File: config.mk
export PLATFORM = sky130hd
export DESIGN_NAME = sync_filter_bank
export DESIGN_NICKNAME = d
export VERILOG_FILES = /design/src/rtl/sync_filter_bank.sv
export SDC_FILE = /design/constraint.sdc
export NUM_CORES = 1
export LEC_CHECK = 0
export ABC_AREA = 1
export ABC_CLOCK_PERIOD_IN_PS = 2300
export BUFFER_PORTS_ARGS = -buffer_cell sky130_fd_sc_hd__buf_2
export CAP_MARGIN = 20
export CORE_AREA = 3 3 40 42
export DETAILED_ROUTE_END_ITERATION = 12
export DIE_AREA = 0 0 43 45
export PLACE_DENSITY = 0.71
export SETUP_SLACK_MARGIN = 0.4
export SLEW_MARGIN = 30
export SYNTH_ARGS = -nofsm -noshare
export SYNTH_HDL_FRONTEND = slang
export SYNTH_SLANG_ARGS = --single-unit
File: constraint.sdc
create_clock -name clk -period 2.3 [get_ports clk]
set_input_delay 0.46 -clock clk [delete_from_list [all_inputs] [get_ports clk]]
set_output_delay 0.46 -clock clk [all_outputs]
set_load 0.02 [all_outputs]
File: src/rtl/sync_filter_bank.sv
// Multi-channel input conditioner: synchronises raw pad inputs into clk, rejects
// short pulses and produces filtered levels, edge strobes and sticky glitch flags.
module sync_filter_bank #(
    parameter int                 WIDTH       = 2,
    parameter int                 SYNC_STAGES = 2,
    parameter int                 FILTER_LEN  = 3,
    parameter logic [WIDTH-1:0]   RESET_VALUE = {WIDTH{1'b1}}
) (
    input  logic             clk,
    input  logic             rst_n,
    input  logic [WIDTH-1:0] d,
    input  logic             bypass,
    input  logic [WIDTH-1:0] glitch_clr,
    output logic [WIDTH-1:0] q,
    output logic [WIDTH-1:0] rise,
    output logic [WIDTH-1:0] fall,
    output logic [WIDTH-1:0] glitch
);

    localparam int             CW       = $clog2(FILTER_LEN + 1);
    localparam logic [CW-1:0]  CNT_LAST = CW'(FILTER_LEN - 1);

    logic [WIDTH-1:0] sync_r [SYNC_STAGES];
    logic [CW-1:0]    cnt_r  [WIDTH];
    logic [CW-1:0]    cnt_nx [WIDTH];
    logic [WIDTH-1:0] s;
    logic [WIDTH-1:0] q_nx;
    logic [WIDTH-1:0] glitch_set;
    logic [WIDTH-1:0] glitch_nx;

    assign s = sync_r[SYNC_STAGES-1];

    always_ff @(posedge clk or negedge rst_n) begin
        if (!rst_n) begin
            for (int k = 0; k < SYNC_STAGES; k++) begin
                sync_r[k] <= RESET_VALUE;
            end
        end else begin
            sync_r[0] <= d;
            for (int k = 1; k < SYNC_STAGES; k++) begin
                sync_r[k] <= sync_r[k-1];
            end
        end
    end

    // The counter tracks how long s has disagreed with q; reaching FILTER_LEN-1
    // on a further disagreeing edge accepts the new level.
    always_comb begin
        q_nx       = q;
        glitch_set = '0;
        for (int i = 0; i < WIDTH; i++) begin
            cnt_nx[i] = '0;
            if (bypass) begin
                q_nx[i] = s[i];
            end else if (s[i] == q[i]) begin
                glitch_set[i] = (cnt_r[i] != '0);
            end else if (cnt_r[i] == CNT_LAST) begin
                q_nx[i] = s[i];
            end else begin
                cnt_nx[i] = cnt_r[i] + 1'b1;
            end
        end
        glitch_nx = (glitch & ~glitch_clr) | glitch_set;
    end

    always_ff @(posedge clk or negedge rst_n) begin
        if (!rst_n) begin
            q      <= RESET_VALUE;
            rise   <= '0;
            fall   <= '0;
            glitch <= '0;
            for (int i = 0; i < WIDTH; i++) begin
                cnt_r[i] <= '0;
            end
        end else begin
            q      <= q_nx;
            rise   <= q_nx & ~q;
            fall   <= ~q_nx & q;
            glitch <= glitch_nx;
            for (int i = 0; i < WIDTH; i++) begin
                cnt_r[i] <= cnt_nx[i];
            end
        end
    end

endmodule

; ---- After elaboration in Yosys (flattened, before gate mapping)
; Index checks and enable logic that the tools add are counted.
[op_classes]
n_shift = 0
div = 0
n_mul = 0
n_eq_ne = 4
reduce_logical = 2
order_cmp = 0
n_addsub = 2
bitwise = 7
muxes = 16
[op_table]
columns = op, n
row1 = $mux W2, 6
row2 = $mux W1, 10
row3 = $and A2 B2 Y2, 3
row4 = $not A2 Y2, 3
row5 = $add A2 B1 Y2 const B, 2
row6 = $eq A2 B2 Y1 const B, 2
row7 = $reduce_bool A2 Y1, 2
row8 = $eq A1 B1 Y1, 2
row9 = $or A2 B2 Y2, 1
[totals]
mem_bits_ro = 0
latchBits = 0
memories = 0
inputBits = 7
ramBits = 0
ff_bits = 16

; ---- Logic depth before layout (Yosys ltp)
[depth]
word_depth = 6
mapped_depth = 6
ltp_nobuf = 6

; ---- Least setup slack after synthesis
; OpenSTA, ideal clock, no wires.
[synth_timing]
path_kind = reg-to-output
startpoint = reg q[1]
endpoint = out q[1]
setup_slack_ns = 1.254
path_stages_with_launch = 1
path_buffers = 0
t_arrival_ns = 0.586
cell_sequence = dfstp_2
[synth_lines]
columns = element, line_no
row1 = from (decl), 14  ; output logic [WIDTH-1:0] q,
row2 = from (signal assigned), 76  ; q <= q_nx;
; No word-level cell between the ends.

; ---- Worst setup path in the final report
[layout_timing]
startpoint = reg q[1]
endpoint = out q[1]
; No word-level cell between the ends.

==> impl_metrics.py <==
metrics = {
    "sta": {
        "tightest_slew_ps": 343.8,
        "period_minus_slack_ps": 1460,
        "setup_viol": 0,
        "rsz0062_at_grt": "false",
        "slew_viol_final": 0,
        "skew_ps": 4.203,
        "slew_headroom_pct": 77.08,
        "worst_slack_ps": 839.9,
        "tns_ps": 0,
        "min_period_over_period_pct": 63.48,
        "finalHoldViolations": 0,
        "fmax_mhz": 684.9,
    },
    "placed_design": {
        "gp_congestion": 0.6550,
        "port_buffers": 14,
        "placed_area_sq_um": 713.2,
        "dp_hpwl_um": 752.2,
        "pre_cts_ws_ps": 1140,
    },
    "power": {
        "intPower_mw": 0.4001,
        "p_clk_share_pct": 25.3,
        "power_mw": 0.5518,
        "p_per_area_nw_per_um2": 750.1,
        "sequentialPowerShare_pct": 58.3,
        "ir_worst_vdd_mv": 0.3395,
        "pwr-share-comb_pct": 16.4,
        "p_leak_nw": 0.4256,
        "netSwitchingFraction_pct": 27.50,
        "switchingPower_mw": 0.1518,
    },
    "clock_tree": {
        "cts_hold_buf": 0,
        "cts_tree": "built",
        "clk_pin_slew_ps": 90,
        "post-cts-setup-buffer-count": 0,
        "cts-root-buf": "clkbuf_4",
        "clk_latency_ps": 280,
        "cts_max_level": 1,
        "clock-sinks": 16,
        "cts_resized": 0,
        "cts_buffers": 3,
        "cts.path.max_buffers": 2,
    },
    "critical_path": {
        "critPathSlowestCell": "dfstp_2",
        "path_max_fanout": 4,
        "cp_data_arrival_time_ps": 1000,
        "startpoint_type": "flip-flop",
        "cp_num_buf_inv": 1,
        "worstPathRequired_ps": 1840,
        "endpoint_kind": "output pin",
        "path_cells": "buf_2",
        "slowest_delay_ps": 560,
        "crit_type": "reg -> out",
        "cp_top_family": "flip-flops",
    },
    "grt": {
        "grt_max_degree": 17,
        "overflow": 0,
        "grt_use_total_pct": 11.69,
        "grt_pass1_vias": 407,
        "antenna_found_initial": 0,
        "grt_pass1_wl_mm": 1.642,
    },
    "finish": {
        "final_area_sq_um": 735.7,
        "seq_area_sq_um": 407.9,
        "nets": 94,
        "n_antenna_cell": 0,
        "syn_to_final_growth_pct": 17.84,
        "multi_input_area_sq_um": 171.4,
        "fillCellCount": 115,
        "drive_above_1_share_pct": 32.94,
    },
    "drt": {
        "drt_iter0_markers": 2,
        "drt-total-wl_um": 970,
        "wl_met1_um": 439,
        "met3_length_um": 75,
        "avgRoutedWirePerCell_um": 9.700,
        "dr.pass1.iters": 4,
        "wl_met2_um": 439,
        "vias": 448,
        "final_antenna_net_count": 0,
        "vias_per_cell": 4.480,
        "route.detailed.drc": 0,
        "routed.top_layer": "met4",
    },
    "floorplanning": {
        "ios": 15,
        "start_util_pct": 48.59,
        "rows": 13,
        "core_area_sq_um": 1285,
        "die_h_um": 45,
        "die-area_sq_um": 1935,
        "die_w_um": 43,
    },
    "synthesis": {
        "ys_seq_elements": 16,
        "async_flop_share_pct": 100.0,
        "yosysTopAreaCellShare_pct": 40.08,
        "yosys_warnings": 0,
        "yosysTopAreaCell": "dfrtp_1",
        "post-synth-top-count-cell": "nand2_1",
        "syn_nets": 75,
        "ys_types": 10,
        "yosys-top-cells-area": "dfrtp_1, dfstp_2, nand2_1",
        "synthFlopType": "dfrtp_1",
        "synth_edf_count": 0,
        "ys_top_cells_by_count": "nand2_1, inv_1, dfrtp_1",
        "synth.avg_cell_area_sq_um": 9.182,
        "syn_area_sq_um": 624.3,
        "synth-seq-area-share_pct": 65.33,
        "syn_inst": 68,
    },
    "status": {
        "outcome": "completed",
    },
    "hold_path": {
        "hp-class": "in -> async",
    },
    "job": {
        "maxCapViolations": 0,
    },
}
registers in the layout (all words and copies together) (netlist names):
name    cells
sync_r      2
rise        2
q           2
cnt_r       4
fall        2
s           2
glitch      2
worst paths after layout:
check / start / depth (start not counted) / endpoint / slack, ps
setup / recovery: q[1] / 1 / q[1] / 840
hold / removal: rst_n / 1 / cnt_r[3] / 70
setup reg to reg: q[0] / 4 / cnt_r[2] / 1310
hold reg to reg: sync_r[3] / 0 / s[1] / 360
max in group asynchronous: rst_n / 1 / s[1] / 1930
min in group clk: d[0] / 1 / sync_r[2] / 270
stage by stage:
stage	std cells	hold WS, ps	util (%)
after floorplan	68	164.4	-
after detailed placement	97	349.1	55.50
after CTS	100	72.64	57.25
after global placement	97	346.7	55.50
final	100	70.21	57.25
after global routing	100	84.93	57.25
layout make-up:
| cell class | instances | area share (%) |
|---|---|---|
| Clock buffer | 3 | 3.061 |
| Inverter | 12 | 6.122 |
| Multi-Input combinational cell | 40 | 23.30 |
| Sequential cell | 16 | 55.44 |
| Tap cell | 15 | 2.551 |
| Timing Repair Buffer | 14 | 9.524 |
kinds of logic (layout without fill, tap and decap cells):
group | after synthesis | count (layout) | share of synthesized area (%)
buffers and inverters | 12 | 29 | 7.214
and+or+nand+nor | 38 | 38 | 25.85
DFF | 16 | 16 | 65.33
AOI/OAI and AO/OA | 2 | 2 | 1.603
layer usage:
layer  track usage [%]  vias up
met1             13.73      194
met5                 0        -
met2             18.86       17
met4             7.229        0
met3             3.586        2
li1                  -      235
placed cells by master, fill, tap and decap left out, drive strengths merged:
master / n
nand2: 25
buf: 14
inv: 12
dfrtp: 10
nor2: 8
dfstp: 6
nand3: 4
clkbuf: 3
a21oi: 2
nor3: 1
power groups by stage:
stage / Clock, mW / Combinational, mW / Sequential [mW]
final: 0.140 / 0.0903 / 0.322
after global routing: 0.154 / 0.103 / 0.325
after CTS: 0.147 / 0.0919 / 0.322
after detailed placement: 0 / 0.0917 / 0.327
after global placement: 0 / 0.0890 / 0.326
after floorplan: 0 / 0.0424 / 0.343
No activity file was read; power rests on OpenSTA's default activity.
